$ cat src/rtl/nabp_angle_scheduler_pkg.sv
// -----------------------------------------------------------------------------
// nabp_angle_scheduler_pkg
// Shared definitions for the NABP angle scheduler:
//   - FSM state encoding of the scheduler
//   - default widths of the three LUT word fields
//   - field offsets of the packed LUT word {sh_base, mp_init, mp_base}
//     (sh_base in the MSBs, mp_base in the LSBs)
//   - width of the optional stall counter (NABP_SCHED_PERF_EN builds)
// -----------------------------------------------------------------------------
package nabp_angle_scheduler_pkg;

  typedef enum logic [2:0] {
    ST_IDLE      = 3'd0,
    ST_FETCH     = 3'd1,
    ST_LATCH     = 3'd2,
    ST_WAIT_ITR  = 3'd3,
    ST_WAIT_SWAP = 3'd4,
    ST_DRAIN     = 3'd5
  } sched_state_e;

  // Default field widths of a LUT word.
  localparam int DEF_SH_W = 10;
  localparam int DEF_MI_W = 12;
  localparam int DEF_MB_W = 12;

  // Stall counter width used when NABP_SCHED_PERF_EN is defined.
  localparam int STALL_W = 32;

  // Packing order is {sh, mi, mb}: mb sits at bit 0, mi directly above it,
  // sh on top.
  localparam int LUT_MB_LSB = 0;

  function automatic int lut_mi_lsb(input int mb_w);
    return mb_w;
  endfunction

  function automatic int lut_sh_lsb(input int mi_w, input int mb_w);
    return mi_w + mb_w;
  endfunction

  function automatic int lut_word_w(input int sh_w, input int mi_w, input int mb_w);
    return sh_w + mi_w + mb_w;
  endfunction

endpackage

$ cat src/rtl/nabp_angle_counter.sv
// -----------------------------------------------------------------------------
// nabp_angle_counter
// Projection-angle counter for the scheduler. Counts 0..NUM_ANGLES-1 and
// never wraps: an increment at the last angle holds the value, so the count
// can never address past the end of the angle LUT.
// Ports:
//   clk, reset  clock / asynchronous active-high reset (count -> 0)
//   clr         synchronous clear to 0 (wins over inc)
//   inc         advance by one unless already at the last angle
//   angle       registered current angle
//   is_last     angle == NUM_ANGLES-1
// -----------------------------------------------------------------------------
module nabp_angle_counter #(
  parameter int NUM_ANGLES = 180,
  parameter int ANGLE_W    = 8
) (
  input  logic               clk,
  input  logic               reset,
  input  logic               clr,
  input  logic               inc,
  output logic [ANGLE_W-1:0] angle,
  output logic               is_last
);

  localparam logic [ANGLE_W-1:0] LAST_ANGLE = ANGLE_W'(NUM_ANGLES - 1);

  logic [ANGLE_W-1:0] angle_q;
  logic [ANGLE_W-1:0] angle_d;

  always_comb begin
    angle_d = angle_q;
    if (clr) begin
      angle_d = '0;
    end else if (inc && (angle_q != LAST_ANGLE)) begin
      angle_d = angle_q + 1'b1;
    end
  end

  always_ff @(posedge clk or posedge reset) begin
    if (reset) begin
      angle_q <= '0;
    end else begin
      angle_q <= angle_d;
    end
  end

  assign angle   = angle_q;
  assign is_last = (angle_q == LAST_ANGLE);

endmodule

$ cat src/rtl/nabp_angle_scheduler.sv
// -----------------------------------------------------------------------------
// nabp_angle_scheduler
// Iteration sequencer for the swap-control side of the NABP state control.
// For every projection angle it reads the accumulator bases from the angle
// LUT, presents them with the next-iteration acknowledge, then grants the
// buffer swap (toggling the double-buffer bank) once the PE array has freed
// the other bank. After the last angle's shift phase it pulses done.
//
// Ports:
//   clk, reset        clock / asynchronous active-high reset
//   start             frame start pulse (honoured in IDLE only)
//   abort             synchronous abort back to IDLE, highest priority
//   lut_rd, lut_addr  LUT read strobe and angle address
//   lut_data          LUT word {sh_base, mp_init, mp_base}, valid 1 cycle
//                     after lut_rd
//   sw_next_itr       state control ready for a new iteration (level)
//   sw_swap           state control requests a buffer swap (level)
//   pe_bank_free      PE array has released the non-active bank (level)
//   sw_next_itr_ack   one-cycle next-iteration acknowledge
//   sw_swap_ack       one-cycle swap grant
//   sw_sh_accu_base, sw_mp_accu_init, sw_mp_accu_base
//                     accumulator values for the current angle
//   bank_sel          active buffer bank
//   busy              high whenever the FSM is not IDLE
//   done              one-cycle end-of-frame pulse
//   stall_cycles      (NABP_SCHED_PERF_EN only) cycles spent waiting for
//                     pe_bank_free while a swap is requested
//
// Build option: define NABP_SCHED_PERF_EN to add the stall_cycles counter.
// All outputs come straight from flops.
// -----------------------------------------------------------------------------
module nabp_angle_scheduler
  import nabp_angle_scheduler_pkg::*;
#(
  parameter int NUM_ANGLES = 180,   // >= 1
  parameter int ANGLE_W    = 8,     // 2**ANGLE_W >= NUM_ANGLES
  parameter int SH_W       = DEF_SH_W,
  parameter int MI_W       = DEF_MI_W,
  parameter int MB_W       = DEF_MB_W
) (
  input  logic                        clk,
  input  logic                        reset,
  input  logic                        start,
  input  logic                        abort,
  output logic                        lut_rd,
  output logic [ANGLE_W-1:0]          lut_addr,
  input  logic [SH_W+MI_W+MB_W-1:0]   lut_data,
  input  logic                        sw_next_itr,
  input  logic                        sw_swap,
  input  logic                        pe_bank_free,
  output logic                        sw_next_itr_ack,
  output logic                        sw_swap_ack,
  output logic [SH_W-1:0]             sw_sh_accu_base,
  output logic [MI_W-1:0]             sw_mp_accu_init,
  output logic [MB_W-1:0]             sw_mp_accu_base,
  output logic                        bank_sel,
  output logic                        busy,
`ifdef NABP_SCHED_PERF_EN
  output logic [STALL_W-1:0]          stall_cycles,
`endif
  output logic                        done
);

  localparam int MB_LSB = LUT_MB_LSB;
  localparam int MI_LSB = lut_mi_lsb(MB_W);
  localparam int SH_LSB = lut_sh_lsb(MI_W, MB_W);

  // ---------------------------------------------------------------------------
  // Declarations
  // ---------------------------------------------------------------------------
  sched_state_e state_q, state_d;

  logic               lut_rd_q,      lut_rd_d;
  logic               itr_ack_q,     itr_ack_d;
  logic               swap_ack_q,    swap_ack_d;
  logic [SH_W-1:0]    sh_base_q,     sh_base_d;
  logic [MI_W-1:0]    mp_init_q,     mp_init_d;
  logic [MB_W-1:0]    mp_base_q,     mp_base_d;
  logic               bank_sel_q,    bank_sel_d;
  logic               busy_q,        busy_d;
  logic               done_q,        done_d;

  logic [ANGLE_W-1:0] angle;
  logic               angle_last;
  logic               cnt_clr;
  logic               cnt_inc;

  logic               start_accept;
  logic               swap_grant;
  logic               drain_done;

  // Qualified events, all suppressed by abort so it can override any state.
  assign start_accept = !abort && (state_q == ST_IDLE)      && start;
  assign swap_grant   = !abort && (state_q == ST_WAIT_SWAP) && sw_swap && pe_bank_free;
  assign drain_done   = !abort && (state_q == ST_DRAIN)     && sw_next_itr;

  // ---------------------------------------------------------------------------
  // Angle counter: cleared at frame start, at frame end and on abort;
  // advanced by each granted swap.
  // ---------------------------------------------------------------------------
  assign cnt_clr = abort || start_accept || drain_done;
  assign cnt_inc = swap_grant;

  nabp_angle_counter #(
    .NUM_ANGLES (NUM_ANGLES),
    .ANGLE_W    (ANGLE_W)
  ) u_angle_counter (
    .clk     (clk),
    .reset   (reset),
    .clr     (cnt_clr),
    .inc     (cnt_inc),
    .angle   (angle),
    .is_last (angle_last)
  );

  // ---------------------------------------------------------------------------
  // FSM: state register
  // ---------------------------------------------------------------------------
  always_ff @(posedge clk or posedge reset) begin
    if (reset) begin
      state_q <= ST_IDLE;
    end else begin
      state_q <= state_d;
    end
  end

  // ---------------------------------------------------------------------------
  // FSM: next-state logic
  // Leaving WAIT_ITR / WAIT_SWAP as soon as the request is taken is what keeps
  // a level request that stays high from being acknowledged twice.
  // ---------------------------------------------------------------------------
  always_comb begin
    state_d = state_q;
    if (abort) begin
      state_d = ST_IDLE;
    end else begin
      case (state_q)
        ST_IDLE: begin
          if (start) begin
            state_d = ST_FETCH;
          end
        end
        ST_FETCH: begin
          state_d = ST_LATCH;
        end
        ST_LATCH: begin
          state_d = ST_WAIT_ITR;
        end
        ST_WAIT_ITR: begin
          if (sw_next_itr) begin
            state_d = ST_WAIT_SWAP;
          end
        end
        ST_WAIT_SWAP: begin
          // The angle checked here is the pre-increment one; the next
          // angle's fetch overlaps the shift phase of the current one.
          if (sw_swap && pe_bank_free) begin
            state_d = angle_last ? ST_DRAIN : ST_FETCH;
          end
        end
        ST_DRAIN: begin
          if (sw_next_itr) begin
            state_d = ST_IDLE;
          end
        end
        default: begin
          state_d = ST_IDLE;
        end
      endcase
    end
  end

  // ---------------------------------------------------------------------------
  // FSM: output logic (next values of the output flops)
  // ---------------------------------------------------------------------------
  always_comb begin
    lut_rd_d   = (state_d == ST_FETCH);
    itr_ack_d  = !abort && (state_q == ST_WAIT_ITR) && sw_next_itr;
    swap_ack_d = swap_grant;
    bank_sel_d = bank_sel_q ^ swap_grant;
    busy_d     = (state_d != ST_IDLE);
    done_d     = drain_done;

    // Accumulator values are only loaded at the end of LATCH, i.e. the cycle
    // in which the LUT answers the read issued in FETCH. They then hold until
    // the next LATCH, covering the whole ack window.
    sh_base_d  = sh_base_q;
    mp_init_d  = mp_init_q;
    mp_base_d  = mp_base_q;
    if (!abort && (state_q == ST_LATCH)) begin
      sh_base_d = lut_data[SH_LSB +: SH_W];
      mp_init_d = lut_data[MI_LSB +: MI_W];
      mp_base_d = lut_data[MB_LSB +: MB_W];
    end
  end

  always_ff @(posedge clk or posedge reset) begin
    if (reset) begin
      lut_rd_q   <= 1'b0;
      itr_ack_q  <= 1'b0;
      swap_ack_q <= 1'b0;
      sh_base_q  <= '0;
      mp_init_q  <= '0;
      mp_base_q  <= '0;
      bank_sel_q <= 1'b0;
      busy_q     <= 1'b0;
      done_q     <= 1'b0;
    end else begin
      lut_rd_q   <= lut_rd_d;
      itr_ack_q  <= itr_ack_d;
      swap_ack_q <= swap_ack_d;
      sh_base_q  <= sh_base_d;
      mp_init_q  <= mp_init_d;
      mp_base_q  <= mp_base_d;
      bank_sel_q <= bank_sel_d;
      busy_q     <= busy_d;
      done_q     <= done_d;
    end
  end

  // The counter register doubles as the LUT address register.
  assign lut_addr        = angle;
  assign lut_rd          = lut_rd_q;
  assign sw_next_itr_ack = itr_ack_q;
  assign sw_swap_ack     = swap_ack_q;
  assign sw_sh_accu_base = sh_base_q;
  assign sw_mp_accu_init = mp_init_q;
  assign sw_mp_accu_base = mp_base_q;
  assign bank_sel        = bank_sel_q;
  assign busy            = busy_q;
  assign done            = done_q;

  // ---------------------------------------------------------------------------
  // Optional swap-stall counter. Cleared only by an accepted start and
  // deliberately left alone by abort so an aborted frame can be inspected.
  // ---------------------------------------------------------------------------
`ifdef NABP_SCHED_PERF_EN
  logic [STALL_W-1:0] stall_q, stall_d;
  logic               swap_stall;

  assign swap_stall = (state_q == ST_WAIT_SWAP) && sw_swap && !pe_bank_free;

  always_comb begin
    stall_d = stall_q;
    if (start_accept) begin
      stall_d = '0;
    end else if (swap_stall && (stall_q != {STALL_W{1'b1}})) begin
      stall_d = stall_q + 1'b1;
    end
  end

  always_ff @(posedge clk or posedge reset) begin
    if (reset) begin
      stall_q <= '0;
    end else begin
      stall_q <= stall_d;
    end
  end

  assign stall_cycles = stall_q;
`endif

endmodule

$ cat config.mk
export PLATFORM = sky130hd
export DESIGN_NAME = nabp_angle_scheduler
export DESIGN_NICKNAME = d
export VERILOG_FILES = /design/src/rtl/nabp_angle_scheduler_pkg.sv /design/src/rtl/nabp_angle_counter.sv /design/src/rtl/nabp_angle_scheduler.sv
export SDC_FILE = /design/constraint.sdc
export NUM_CORES = 1
export LEC_CHECK = 0
export CAP_MARGIN = 20
export CORE_ASPECT_RATIO = 0.9
export CORE_UTILIZATION = 46
export CTS_CLUSTER_DIAMETER = 80
export DETAILED_ROUTE_END_ITERATION = 8
export PLACE_DENSITY = 0.93
export SYNTH_ARGS = -nofsm -noshare
export SYNTH_HDL_FRONTEND = slang
export SYNTH_SLANG_ARGS = --single-unit
$ cat constraint.sdc
create_clock -name clk -period 3.33 [get_ports clk]
set_clock_uncertainty 0.05 [all_clocks]
set_input_delay 0.4995 -clock clk [delete_from_list [all_inputs] [get_ports clk]]
set_output_delay 0.4995 -clock clk [all_outputs]
set_load 0.01 [all_outputs]
==> metrics.md <==
| Metric | Value |
|---|---|
| Status | `completed` |
| I/O pin cnt | `89` |
| Worst EP required | `3.45 ns` |
| CTS resizes | `0` |
| Filler cell count | `332` |
| Period utilisation layout | `about two thirds` |
| Reg2Reg Setup Slack | `roughly 1.4 ns` |
| Post-CTS setup buffer count | `0` |
| Register area share after synthesis | `58.8%` |
| Share of layout cells above drive strength 1 | `slightly below 20%` |
| Vias in the first global route | `1559` |
| RD Place Congestion | `0.818` |
| Initial DRC Count | `109` |
| Largest net degree at the start of global routing | `52` |
| Maxcap violations | `0` |
| Max stage delay on crit path | `0.71 ns` |
| Largest area contributor in the netlist | `dfrtp_1` |
| Post-Place Worst Slack | `0.783 ns` |
| Avg Synthesized Cell Area | `13.7 sq um` |
| FP Rows | `23` |
| CTS Buf Count | `5` |
| TritonCTS clock tree | `yes` |
| Async SR Flop Fraction | `100%` |
| Hold Worst Slack | `0.406 ns` |
| R2R cell count | `4` |
| Final Util | `72.2%` |
| H-tree levels | `2` |
| RR Startpoint | `state_q[2]` |
| Die area | `approximately 0.005 sq mm` |
| CTS Sinks | `51` |
| Pwr Density | `655 mW/mm^2` |
| Final Hold Fails | `0` |
| Global-route wire length before repair | `around 7100 microns` |
| Routed WL per cell | `~15 microns` |
| Maximum vdd drop | `between 0.0004 and 0.0005 V` |
| Initial antenna violation count | `0` |
| Register area | `0.00128 sq mm` |
| Tot GR Track Use | `a little under a fifth` |
| Die X | `74.4 microns` |
| Post-CTS Hold Fix Bufs | `0` |
| Synthesized area | `0.00217 sq mm` |
| Cell at the slowest stage of the critical path | `or4b_4` |
| Final Net Count | `290` |
| Crit path DAT | `2.35 ns` |
| Crit path launch type | `input pin` |
| Antenna cells | `0` |
| Final setup fails | `0` |
| CP top delay family | `simple AND/OR/NAND/NOR gates` |
| Most common cell in the synthesized netlist | `dfrtp_1` |
| Vias | `1580` |
| Reg clk slew, reported paths | `0.08 ns` |
| Post-synth EDFFs | `0` |
| DR pass1 iterations | `4` |
| Setup TNS | `0 ns` |
| Worst path cell trace | `clkdlybuf4s50_1 > or4b_4 > a211oi_2 > mux2i_1 > nor2_1` |
| Crit path capture | `u_angle_counter.angle[1]` |
| Pleak | `1.33 nW` |
| Synth cell types | `38` |
| Unrepaired setup endpoints after global routing | `no` |
| Critical path type | `in -> reg` |
| DP Area | `0.00310 sq mm` |
| WP depth | `5` |
| Critical path capture point type | `flop` |
| Post-Syn Instances | `158` |
| Post-synthesis register bit count | `51` |
| Grt ovf | `0` |
| Yosys top cell area share | `58.8%` |
| Initial core utilization | `48.4%` |
| HPWL after DPL | `3440 microns` |
| Multi-input combinational cell area | `around 840 sq um` |
| Clock root cell | `clkbuf_8` |
| Worst setup margin | `1.10 ns` |
| CORE AREA | `0.00449 sq mm` |
| Slew at the pin closest to its max-slew limit | `0.728 ns` |
| Synth top cells by count | `51 x dfrtp_1, 29 x mux2_2, 11 x nor2_1, 7 x xnor2_1, 5 x mux2_1` |
| Pins Over Slew Limit | `0` |
| IO buf count | `88` |
| Top_reg_cell synth | `dfrtp_1` |
| Ys Warns | `0` |
| Final min period | `2.23 ns` |
| DRC Markers | `0` |
| Crit. Startpoint | `abort` |
| RR Endpoint | `u_angle_counter.angle[1]` |
| Syn_nets | `200` |
| Design area | `0.00324 sq mm` |
| Chip height | `67.2 microns` |
| Synth top area cells | `dfrtp_1 59%, mux2_2 15%, xnor2_1 2.8%` |
| Final antenna-violating net count | `0` |
| Fmax achieved | `449 MHz` |
| CTS Buffer Depth | `2` |
| Area Overhead vs Synth | `49.3%` |
| Worst Path Buf+Inv | `1` |
| Hold WC Path Type | `in -> async` |
| Critical path peak fanout | `10` |
| DR vias/cell | `between 5 and 6` |
| Max-Slew Margin vs Limit | `50.8%` |
| Final WL | `4550 microns` |
| Clock latency on the worst-skew pair | `0.29 ns` |
-- metal layers --
metal / global-route usage (%) / wire length (microns)
met4: 5.66 / 41
met2: 34.6 / 2310
met3: 4.63 / 289
met5: 0 / 0
met1: 22.4 / 1910
-- worst min-delay path by stage --
stage,cells past startpoint,startpoint,end
after floorplan,1,bank_sel,bank_sel
after global placement,1,bank_sel,bank_sel
after detailed placement,1,bank_sel,bank_sel
after CTS,1,bank_sel,bank_sel
after global routing,2,reset,sw_mp_accu_base[6]
final,2,reset,sw_mp_accu_base[7]
-- cell usage in the layout (no fill, tap or decap), drive strengths merged, types with 2 or more instances in the layout --
cell type      synthesis  layout
xnor2                  7       7
nor4b                  4       4
nor4                   3       3
mux2                  34      34
nor2                  12      12
a21oi                  2       2
and3                   2       2
inv                    4       4
o311ai                 2       2
clkdlybuf4s50          0      88
clkbuf                 2       6
nand2                  3       3
dfrtp                 51      51
nor3b                  2       2
nand2b                 2       2
nor3                   4       4
buf                    6       3
nand3                  3       3
-- state kept, by name (all words and copies together) (netlist names) --
name	flops
sw_swap_ack	1
done	1
sw_mp_accu_base	12
lut_rd	1
state_q	3
busy	1
sw_mp_accu_init	12
sw_next_itr_ack	1
bank_sel	1
u_angle_counter.angle	8
sw_sh_accu_base	10
-- area by class of cell --
type,instances,area share (%)
multi-input combinational,95,25.9
tap,62,2.39
clock buffer,6,2.55
sequential,51,39.4
inverter,4,0.463
clock inverter,2,1.08
timing repair buffer,91,28.3
-- kinds of logic (layout without fill, tap and decap cells) --
kind of cell               after synthesis  after routing  share of synthesized area, %
buffers and inverters                   12            103                          3.00
xor gates and xnor gates                 8              8                          3.23
AOI/OAI and AO/OA                       12             12                          4.55
and+or+nand+nor                         39             39                          11.8
DFF                                     51             51                          58.8
muxes                                   35             35                          18.1
adders and majority gates                1              1                         0.576
-- where the power goes --
part	internal [mW]	switching [mW]	total, mW
Clock	0.243	0.191	0.434
Combinational	0.507	0.265	0.772
Sequential	0.813	0.104	0.917
Total	1.56	0.560	2.12
-- metrics by stage --
stage | power, mW | cells
after floorplan | 1.22 | 158
after global placement | 1.67 | 302
after detailed placement | 1.71 | 302
after CTS | 2.15 | 310
after global routing | 2.24 | 311
final | 2.12 | 311
Note: power is estimated with default switching activity, not from simulation.
